<file path="config.mk">
export PLATFORM = sky130hd
export DESIGN_NAME = subservient_dbg_host
export DESIGN_NICKNAME = d
export VERILOG_FILES = /design/src/rtl/subservient_dbg_host.sv
export SDC_FILE = /design/constraint.sdc
export NUM_CORES = 1
export LEC_CHECK = 0
export ABC_CLOCK_PERIOD_IN_PS = 10100
export CAP_MARGIN = 10
export CORE_ASPECT_RATIO = 1.4
export CORE_MARGIN = 4
export CORE_UTILIZATION = 57
export CTS_CLUSTER_SIZE = 25
export DETAILED_ROUTE_END_ITERATION = 12
export PLACE_DENSITY = 0.81
export RECOVER_POWER = 100
export SLEW_MARGIN = 5
export SYNTH_ARGS = -nofsm -noshare
export SYNTH_HDL_FRONTEND = slang
export SYNTH_SLANG_ARGS = --single-unit
</file>
<file path="constraint.sdc">
create_clock -name i_clk -period 10.1 [get_ports i_clk]
set_clock_uncertainty 0.1 [all_clocks]
set_input_delay 2.525 -clock i_clk [delete_from_list [all_inputs] [get_ports i_clk]]
set_output_delay 2.525 -clock i_clk [all_outputs]
set_load 0.05 [all_outputs]
</file>
<file path="src/rtl/subservient_dbg_host.sv">
// Host-side serializer for the bit-serial debug link: shifts one command frame out MSB-first,
// waits a fixed gap, then deserializes a read-back word and strobes it out.
module subservient_dbg_host #(
  parameter int dbg_aw     = 0,
  parameter int gap_cycles = 4,
  parameter int rsp_len    = 32
) (
  input  logic                                   i_clk,
  input  logic                                   i_rst,
  input  logic                                   i_cmd_valid,
  output logic                                   o_cmd_ready,
  input  logic [((dbg_aw > 0) ? dbg_aw : 1)-1:0] i_cmd_id,
  input  logic [3:0]                             i_cmd_sel,
  input  logic [31:0]                            i_cmd_adr,
  input  logic [31:0]                            i_cmd_dat,
  output logic                                   o_dbg_data,
  output logic                                   o_dbg_valid,
  input  logic                                   i_dbg_data,
  output logic                                   o_rsp_valid,
  output logic [31:0]                            o_rsp_rdt,
  output logic                                   o_busy
);

  localparam int FRAME_LEN = dbg_aw + 68;

  localparam logic [15:0] FRAME_LAST = 16'(FRAME_LEN - 1);
  localparam logic [15:0] GAP_LAST   = 16'((gap_cycles > 0) ? gap_cycles - 1 : 0);
  localparam logic [15:0] RESP_LAST  = 16'((rsp_len > 0) ? rsp_len - 1 : 0);

  if (dbg_aw < 0 || rsp_len < 0 || rsp_len > 32 || gap_cycles < 0 ||
      gap_cycles > 65535 || FRAME_LEN > 65535) begin : g_param_check
    $error("subservient_dbg_host: parameter out of range");
  end

  typedef enum logic [2:0] {
    IDLE  = 3'd0,
    SHIFT = 3'd1,
    GAP   = 3'd2,
    RESP  = 3'd3,
    DONE  = 3'd4
  } state_t;

  // Phase that follows the frame, and the one that follows the gap, with empty phases skipped.
  localparam state_t AFTER_FRAME = (gap_cycles > 0) ? GAP : ((rsp_len > 0) ? RESP : DONE);
  localparam state_t AFTER_GAP   = (rsp_len > 0) ? RESP : DONE;

  state_t                 state;
  logic [15:0]            cnt;
  logic [FRAME_LEN-1:0]   frame;
  logic [FRAME_LEN-2:0]   sr;
  logic [31:0]            cap;
  logic                   dbg_data;
  logic                   dbg_valid;
  logic                   rsp_valid;
  logic [31:0]            rsp_rdt;

  if (dbg_aw > 0) begin : g_id
    assign frame = {i_cmd_id, i_cmd_sel, i_cmd_adr, i_cmd_dat};
  end else begin : g_no_id
    logic unused_id;
    assign unused_id = ^i_cmd_id;
    assign frame     = {i_cmd_sel, i_cmd_adr, i_cmd_dat};
  end

  assign o_cmd_ready = (state == IDLE) && !i_rst;
  assign o_busy      = (state != IDLE);
  assign o_dbg_data  = dbg_data;
  assign o_dbg_valid = dbg_valid;
  assign o_rsp_valid = rsp_valid;
  assign o_rsp_rdt   = rsp_rdt;

  // Remaining frame bits below the one currently on the wire; reloaded freely while idle.
  always_ff @(posedge i_clk) begin
    if (state == IDLE) begin
      sr <= frame[FRAME_LEN-2:0];
    end else if (state == SHIFT) begin
      sr <= {sr[FRAME_LEN-3:0], 1'b0};
    end
  end

  always_ff @(posedge i_clk) begin
    if (i_rst) begin
      state     <= IDLE;
      cnt       <= '0;
      cap       <= '0;
      dbg_data  <= 1'b0;
      dbg_valid <= 1'b0;
      rsp_valid <= 1'b0;
      rsp_rdt   <= '0;
    end else begin
      rsp_valid <= 1'b0;
      case (state)
        IDLE: begin
          if (i_cmd_valid) begin
            state     <= SHIFT;
            cnt       <= '0;
            cap       <= '0;
            dbg_data  <= frame[FRAME_LEN-1];
            dbg_valid <= 1'b1;
          end
        end
        SHIFT: begin
          if (cnt == FRAME_LAST) begin
            state     <= AFTER_FRAME;
            cnt       <= '0;
            dbg_data  <= 1'b0;
            dbg_valid <= (AFTER_FRAME == RESP);
            if (AFTER_FRAME == DONE) begin
              rsp_valid <= 1'b1;
              rsp_rdt   <= cap;
            end
          end else begin
            cnt      <= cnt + 16'd1;
            dbg_data <= sr[FRAME_LEN-2];
          end
        end
        GAP: begin
          if (cnt == GAP_LAST) begin
            state     <= AFTER_GAP;
            cnt       <= '0;
            dbg_valid <= (AFTER_GAP == RESP);
            if (AFTER_GAP == DONE) begin
              rsp_valid <= 1'b1;
              rsp_rdt   <= cap;
            end
          end else begin
            cnt <= cnt + 16'd1;
          end
        end
        RESP: begin
          // The last read-back bit goes straight into the output word as well as the capture register.
          cap <= {cap[30:0], i_dbg_data};
          if (cnt == RESP_LAST) begin
            state     <= DONE;
            cnt       <= '0;
            dbg_valid <= 1'b0;
            rsp_valid <= 1'b1;
            rsp_rdt   <= {cap[30:0], i_dbg_data};
          end else begin
            cnt <= cnt + 16'd1;
          end
        end
        DONE: begin
          state <= IDLE;
        end
        default: begin
          state     <= IDLE;
          cnt       <= '0;
          dbg_data  <= 1'b0;
          dbg_valid <= 1'b0;
        end
      endcase
    end
  end

endmodule

</file>
* Word level (Yosys, flattened, before mapping) *
Cells that the tools add are included.

word-level totals
  bits in registers = 152
  output and inout bits = 37

cells by class
  bitwise logic cells = 3
  add/sub/neg operators = 1
  multiplexer cells = 23
  reduce and logical (&&, ||, !) cells = 14
  equal/unequal tests = 11

operators with widths
  cell                                                              count
  67-bit two-way mux                                                2
  16-bit one-hot mux with 5 select lines                            1
  16-bit two-way mux                                                4
  31-bit one-hot mux with 2 select lines                            1
  31-bit two-way mux                                                1
  16-bit by 1-bit adder with 16-bit output, second input constant   1
  16-bit by 2-bit == test with 1-bit output, second input constant  1
  16-bit by 5-bit == test with 1-bit output, second input constant  1
  16-bit by 7-bit == test with 1-bit output, second input constant  1
  3-bit two-way mux                                                 4
  3-bit one-hot mux with 4 select lines                             1
  2-bit AND reduction                                               4
  1-bit two-way mux                                                 7
  3-bit by 2-bit == test with 1-bit output, second input constant   2
  2-bit inequality test, second input constant                      3
  1-bit one-hot mux with 5 select lines                             1
  5-bit AND reduction                                               1
  4-bit AND reduction                                               1
  2-bit nonzero test                                                2
  3-bit by 1-bit == test with 1-bit output, second input constant   1
  3-bit == test, second input constant                              1
  3-bit zero test                                                   1
  1-bit NOT                                                         3
  1-bit one-hot mux with 3 select lines                             1
  6 further kinds                                                   6

* Longest topological paths before layout *
Gate-level depths: netlist (run 1).

  word-level depth = 4
  mapped depth = 8
  gate-level depth less buffers = 6

* Worst setup path before layout (run 1) *
No wires, ideal clock.

  kind = input-to-output
  start = input port i_rst
  end = output port o_cmd_ready
  path buffers = 2
  data required time = 7.475 ns
  slack = 3.894 ns
  arrival = 3.581 ns
  cell stages on the path = 3
  cell sequence = clkbuf_1 > clkbuf_1 > nor2_1

on the way
  word-level cells in the longest chain between the ends = 2

RTL lines
  element            line  text
  from (decl)        9     input logic i_rst,
  1-bit zero test    65    assign o_cmd_ready = (state == IDLE) && !i_rst;
  1-bit logical AND  65
  to (decl)          11    output logic o_cmd_ready,

No other way between the ends.

* Final worst setup path (run 1) *
Ends and elaborated chain as after synthesis.

==> results.py, run 1 <==
metrics = {
    "critical_path": {
        "worst-path-buf-inv": 2,
        "critPathKind": "in -> out",
        "reg2reg_slack_ps": 6330,
        "path_depth": 3,
        "reg2reg_to": "o_dbg_data",
        "crit_arrival_ps": 4820,
        "crit_path_start": "i_rst",
        "crit-reg2reg-launch": "state[2]",
        "critPathTopFamily": "buffers and inverters",
        "cp-start-kind": "primary input",
        "setup.worst_path.end": "o_cmd_ready",
        "slowest_stage": "clkbuf_1",
        "worstPathRequired_ps": 7480,
        "cp_cell_sequence": "clkbuf_1 -> nor2_1 -> dlygate4sd3_1",
        "reg2reg_depth": 4,
        "cp-end-kind": "primary output",
        "cp_max_fo": 39,
        "slowest_delay_ps": 1340,
    },
    "yosys": {
        "synth_flop_cell": "dfxtp_1",
        "synth_area_leaders": "edfxtp_1 (31%), dfxtp_1 (26%), nand2_1 (15%), a21oi_2 (4.2%), a22oi_1 (3.7%)",
        "synth_top_family_by_area": "simple AND/OR/NAND/NOR gates",
        "async_flop_share": 0,
        "synth_edf_count": 67,
        "avgSynthCellArea_um2": 9.37,
        "ys_seq_area_frac": 0.575,
        "synthCells": 689,
        "synth-compound-area-share": 0.119,
        "yosysWarnings": 0,
        "synth_fp_nets": 763,
        "synthMuxAreaShare": 0.00155,
        "synthAdderAreaFrac": 0.00194,
        "synth-xor-area-share": 0.00543,
        "yosysTopAreaCell": "edfxtp_1",
        "synth_simple_gate_area_share": 0.256,
        "ys_seq_elements": 152,
        "yosysTopAreaCellShare": 0.312,
        "synthDistinctLibCells": 51,
        "syn-cell-area_um2": 6450,
    },
    "timing": {
        "final.setup.tns_ps": 0,
        "grt_setup_unrepaired": "false",
        "setup_violations": 0,
        "fmax_mhz": 134,
        "slew_headroom": -1.36,
        "fin_crit_ps": 7440,
        "worst_slew_pin_slew_ps": 3530,
        "finalHoldViolCount": 0,
        "finalMaxSlewViolations": 228,
        "min_period_over_period": 0.737,
    },
    "drt": {
        "drtIter0Drc": 319,
        "vias": 5175,
        "ant_nets": 0,
        "drc": 0,
        "wirelength_um": 13800,
        "routed_via_density": 5.55,
        "dr.pass1.iters": 5,
        "wire_per_inst_um": 14.8,
    },
    "layout": {
        "drive_gt1_frac": 0.123,
        "fill_cells": 828,
        "final_common_cell": "nand2_1",
        "multiInputGateArea_um2": 2470,
        "layout_common_cells": "nand2_1 (255), dlygate4sd3_1 (104), dfxtp_1 (85)",
        "fin_util": 0.735,
        "syn_to_final_growth_pct": 25.1,
        "regArea_um2": 3710,
        "nets": 852,
        "finalInstanceArea_um2": 8070,
        "final_cell_count_no_fill": 933,
    },
    "clock_network": {
        "cts_resized": 0,
        "clock_sinks": 152,
        "cts_buffers": 17,
        "postCtsHoldBufs": 0,
        "clock_latency_ps": 420,
        "clockBufferDepth": 2,
        "path_clk_slew_ps": 60,
        "cts_tree": "built",
        "htree_levels": 4,
        "root_buffer": "clkbuf_16",
        "cts_setup_buffers": 0,
    },
    "global_routing": {
        "grt_overflow_total": 0,
        "grt_pass1_vias": 4969,
        "grtUsageTotal": 0.211,
        "antenna_found_initial": 1,
        "grt_max_degree": 69,
        "grt_first_pass_wirelength_um": 22800,
    },
    "power_and_ir_drop": {
        "swShare": 0.244,
        "netSwitchingPower_w": 0.000350,
        "p_int_w": 0.00108,
        "power.share.clock": 0.422,
        "irDropWorstVdd_uv": 129,
        "leakagePower_nw": 3.24,
        "p_comb_frac": 0.084,
        "powerDensity_nw_per_um2": 177,
        "seqPwrFrac": 0.494,
    },
    "place": {
        "io_buffers": 108,
        "placedCellCount": 900,
        "dpl.hpwl_um": 8850,
        "place.gp.congestion": 0.854,
        "place_area_um2": 7550,
    },
    "floorplan": {
        "design.die.area_um2": 13100,
        "num_rows": 45,
        "start_util": 0.588,
        "ios": 110,
        "core-area_um2": 11000,
        "die_h_um": 134,
        "die_w_um": 97.9,
    },
    "job": {
        "maxCapViolations": 4,
    },
    "hold_path": {
        "min_path_type": "reg -> reg",
    },
    "run_status": {
        "status": "complete, but fails checks",
        "violations": "capacitance limit, slew limit",
    },
}
==> through the flow <==
stage	hold WS, ps	worst slack, ps	power (W)
final	351	2660	0.00143
after CTS	357	3700	0.00145
after global routing	376	2490	0.00148
after floorplan	336	3890	0.000794
after global placement	336	3710	0.000841
after detailed placement	348	3700	0.000847
==> kinds of logic (layout without fill, tap and decap cells) <==
| kind of cell | Yosys count | in the layout |
|---|---|---|
| and+or+nand+nor | 381 | 381 |
| DFF | 152 | 152 |
| AOI/OAI and AO/OA | 100 | 100 |
| buffers and inverters | 50 | 152 |
| xor gates and xnor gates | 4 | 4 |
| adders and majority gates | 1 | 1 |
| muxes | 1 | 1 |
| other | 0 | 1 |
==> worst min-delay path by stage <==
stage | from | to | slack [ps] | cells after the start
after floorplan | cap[30] | o_rsp_rdt[31] | 340 | 2
after global placement | o_rsp_rdt[0] | o_rsp_rdt[0] | 340 | 2
after detailed placement | o_rsp_rdt[0] | o_rsp_rdt[0] | 350 | 2
after CTS | o_rsp_rdt[0] | o_rsp_rdt[0] | 360 | 2
after global routing | o_rsp_rdt[5] | o_rsp_rdt[5] | 380 | 2
final | o_rsp_rdt[0] | o_rsp_rdt[0] | 350 | 2
==> registers in the layout, summed over array words and instances (netlist names) <==
| signal | flops |
|---|---|
| cnt | 16 |
| o_dbg_valid | 1 |
| cap | 31 |
| o_rsp_rdt | 32 |
| state | 3 |
| o_dbg_data | 1 |
| sr | 67 |
| o_rsp_valid | 1 |
==> tightest hold or removal path, stage by stage, from the launching register on <==
cell	delay (ps)
dfxtp_1	310
nand2_1	50
a21oi_1	50
==> power by group through the flow <==
stage / sequential, W / combinational (W) / clock [W]
CTS: 0.000707 / 0.000128 / 0.000611
floorplan: 0.000717 / 0.0000764 / 0
finish: 0.000707 / 0.000120 / 0.000604
global placement: 0.000718 / 0.000123 / 0
detailed placement: 0.000720 / 0.000127 / 0
global route: 0.000710 / 0.000135 / 0.000639
==> final cells by class <==
type,instances,share of cell area
clock inverter,13,0.0129
clock buffer,19,0.0575
timing repair buffer,116,0.140
multi-input combinational,487,0.306
inverter,4,0.00186
antenna,1,0.000310
tap,141,0.0219
sequential,152,0.460
==> Yosys cell counts (4+ instances only) <==
cell      instances
nand2_2          23
nand3_1           8
nor2_1           47
nor4_1            9
o21ai_0           8
nor3_1            9
or3_1             4
clkbuf_1         31
a21oi_2          31
and2_1            4
o22ai_1           6
dfxtp_1          85
nand2_1         255
xnor2_1           4
buf_2             7
a22oi_1          32
a21oi_1          11
edfxtp_1         67
==> per-layer routing <==
| layer | track usage | wire length (um) | vias to the layer above |
|---|---|---|---|
| met1 | 0.243 | 5490 | 2445 |
| li1 | - | - | 2522 |
| met4 | 0.0808 | 314 | 0 |
| met2 | 0.374 | 7080 | 176 |
| met5 | 0 | 0 | - |
| met3 | 0.0562 | 895 | 32 |
Power figures use the tool's default switching activity.
==> run 2, diff against run 1 <==
--- a/config.mk
+++ b/config.mk
@@ -5,14 +5,14 @@
 export SDC_FILE = /design/constraint.sdc
 export NUM_CORES = 1
 export LEC_CHECK = 0
-export ABC_CLOCK_PERIOD_IN_PS = 10100
+export ABC_CLOCK_PERIOD_IN_PS = 7200
 export CAP_MARGIN = 10
 export CORE_ASPECT_RATIO = 1.4
 export CORE_MARGIN = 4
-export CORE_UTILIZATION = 57
+export CORE_UTILIZATION = 53
 export CTS_CLUSTER_SIZE = 25
 export DETAILED_ROUTE_END_ITERATION = 12
-export PLACE_DENSITY = 0.81
+export PLACE_DENSITY = 0.76
 export RECOVER_POWER = 100
 export SLEW_MARGIN = 5
 export SYNTH_ARGS = -nofsm -noshare
==> constraint.sdc (replaced) <==
create_clock -name i_clk -period 7.2 [get_ports i_clk]
set_clock_uncertainty 0.1 [all_clocks]
set_input_delay 1.8 -clock i_clk [delete_from_list [all_inputs] [get_ports i_clk]]
set_output_delay 1.8 -clock i_clk [all_outputs]
set_load 0.05 [all_outputs]
==> run 2 against run 1 <==
Combinational power grew 41%; register-to-register slack lost 2900 ps; cell count grew 0.54%; sequential power grew 40%; flip-flop and latch count is the same; the flow still finishes with violations (capacitance limit, slew limit); hold slack gained 1.5 ps; largest power group unchanged.
==> results.py, run 2 (synthesis gave the netlist of run 1 again) <==
metrics = {
    "run_status": {
        "status": "complete, but fails checks",
        "violations": "capacitance limit, slew limit",
    },
    "place": {
        "io_buffers": 108,
        "dpl.hpwl_um": 8580,
        "place.gp.congestion": 0.847,
    },
    "timing": {
        "finalMaxSlewViolations": 225,
        "fin_crit_ps": 5420,
        "setup_violations": 0,
        "min_period_over_period": 0.752,
        "fmax_mhz": 185,
        "worst_slew_pin_slew_ps": 4140,
        "finalHoldViolCount": 0,
        "slew_headroom": -1.76,
        "final.setup.tns_ps": 0,
        "holdWs_ps": 353,
        "grt_setup_unrepaired": "false",
    },
    "clock_network": {
        "clock_latency_ps": 410,
        "clockBufferDepth": 2,
        "clock_sinks": 152,
        "htree_levels": 4,
        "cts_setup_buffers": 0,
        "postCtsHoldBufs": 0,
        "cts_resized": 0,
        "root_buffer": "clkbuf_16",
        "cts_buffers": 17,
        "path_clk_slew_ps": 60,
        "cts_tree": "built",
    },
    "power_and_ir_drop": {
        "irDropWorstVdd_uv": 175,
        "powerDensity_nw_per_um2": 253,
        "leakagePower_nw": 3.25,
        "p_comb_frac": 0.082,
        "seqPwrFrac": 0.482,
        "p_int_w": 0.00158,
        "power.share.clock": 0.436,
        "netSwitchingPower_w": 0.000475,
        "swShare": 0.231,
    },
    "layout": {
        "layout_common_cells": "nand2_1 (255), dlygate4sd3_1 (102), dfxtp_1 (85)",
        "syn_to_final_growth_pct": 25.9,
        "largest_reg_flops": 67,
        "nets": 852,
        "drive_gt1_frac": 0.124,
        "final_common_cell": "nand2_1",
        "diodes": 0,
        "fill_cells": 978,
        "regMostFlops": "sr",
        "fin_util": 0.684,
        "regArea_um2": 3710,
        "multiInputGateArea_um2": 2480,
    },
    "critical_path": {
        "cp-end-kind": "primary output",
        "cp-start-kind": "register",
        "reg2reg_slack_ps": 3430,
        "cp_max_fo": 68,
        "setup.worst_path.end": "o_busy",
        "worstPathRequired_ps": 5300,
        "reg2reg_depth": 4,
        "crit-reg2reg-launch": "state[2]",
        "crit_arrival_ps": 3520,
        "critPathKind": "reg -> out",
        "reg2reg_to": "o_dbg_data",
        "crit_path_start": "state[2]",
    },
    "drt": {
        "dr.pass1.iters": 4,
        "routed_via_density": 5.35,
        "drtIter0Drc": 190,
        "ant_nets": 0,
        "wirelength_um": 13200,
        "drc": 0,
        "wire_per_inst_um": 14.0,
        "vias": 5021,
    },
    "hold_path": {
        "min_path_type": "reg -> reg",
    },
    "global_routing": {
        "grt_pass1_vias": 4730,
        "grt_overflow_total": 0,
        "antenna_found_initial": 1,
        "grt_first_pass_wirelength_um": 21700,
        "grtUsageTotal": 0.190,
        "grt_max_degree": 87,
    },
    "job": {
        "maxCapViolations": 3,
    },
    "floorplan": {
        "die_w_um": 101,
        "ios": 110,
        "start_util": 0.543,
        "num_rows": 47,
        "core-area_um2": 11900,
        "die_h_um": 139,
        "design.die.area_um2": 14000,
    },
}
==> run 2: worst min path at each step <==
| stage | cells after the start | startpoint | slack (ps) | end |
|---|---|---|---|---|
| final | 2 | o_rsp_rdt[0] | 350 | o_rsp_rdt[0] |
| after global routing | 2 | o_rsp_rdt[16] | 370 | o_rsp_rdt[16] |
| after CTS | 2 | o_rsp_rdt[16] | 360 | o_rsp_rdt[16] |
| after detailed placement | 2 | o_rsp_rdt[31] | 350 | o_rsp_rdt[31] |
| after global placement | 2 | o_rsp_rdt[0] | 340 | o_rsp_rdt[0] |
| after floorplan | 2 | cap[30] | 340 | o_rsp_rdt[31] |
==> run 2: worst max-delay path, cell delays in order, from the launching register on <==
cell and delay [ps]:
dfxtp_1 580, nor3_2 80, inv_1 1370, dlygate4sd3_1 1050
==> run 2: power by group through the flow <==
| stage | clock network, W | logic [W] | registers (W) |
|---|---|---|---|
| 6_report | 0.000896 | 0.000169 | 0.000991 |
| 3_5_place_dp | 0 | 0.000177 | 0.00101 |
| 3_3_place_gp | 0 | 0.000173 | 0.00101 |
| 2_1_floorplan | 0 | 0.000107 | 0.00101 |
| 4_1_cts | 0.000911 | 0.000179 | 0.000992 |
| 5_1_grt | 0.000952 | 0.000190 | 0.000996 |
==> run 2: area by class of cell <==
class	count	share of cell area
Inverter	4	0.00185
Clock buffer	22	0.0624
Tap cell	147	0.0226
Clock inverter	10	0.0125
Sequential cell	152	0.457
Multi-Input combinational cell	487	0.305
Timing Repair Buffer	116	0.139
==> run 2: through the flow <==
stage	power, W	worst slack (ps)	cells	cell area, um2
after floorplan	0.00111	2440	689	6450
after global placement	0.00118	2440	906	7550
after detailed placement	0.00119	2450	906	7550
after CTS	0.00208	2410	938	8160
after global routing	0.00214	1490	938	8130
final	0.00206	1780	938	8130
==> run 2: per-layer routing <==
layer	global-route usage	wire, um
met1	0.237	5610
met2	0.316	6680
met3	0.0518	690
met4	0.0609	189
met5	0	7
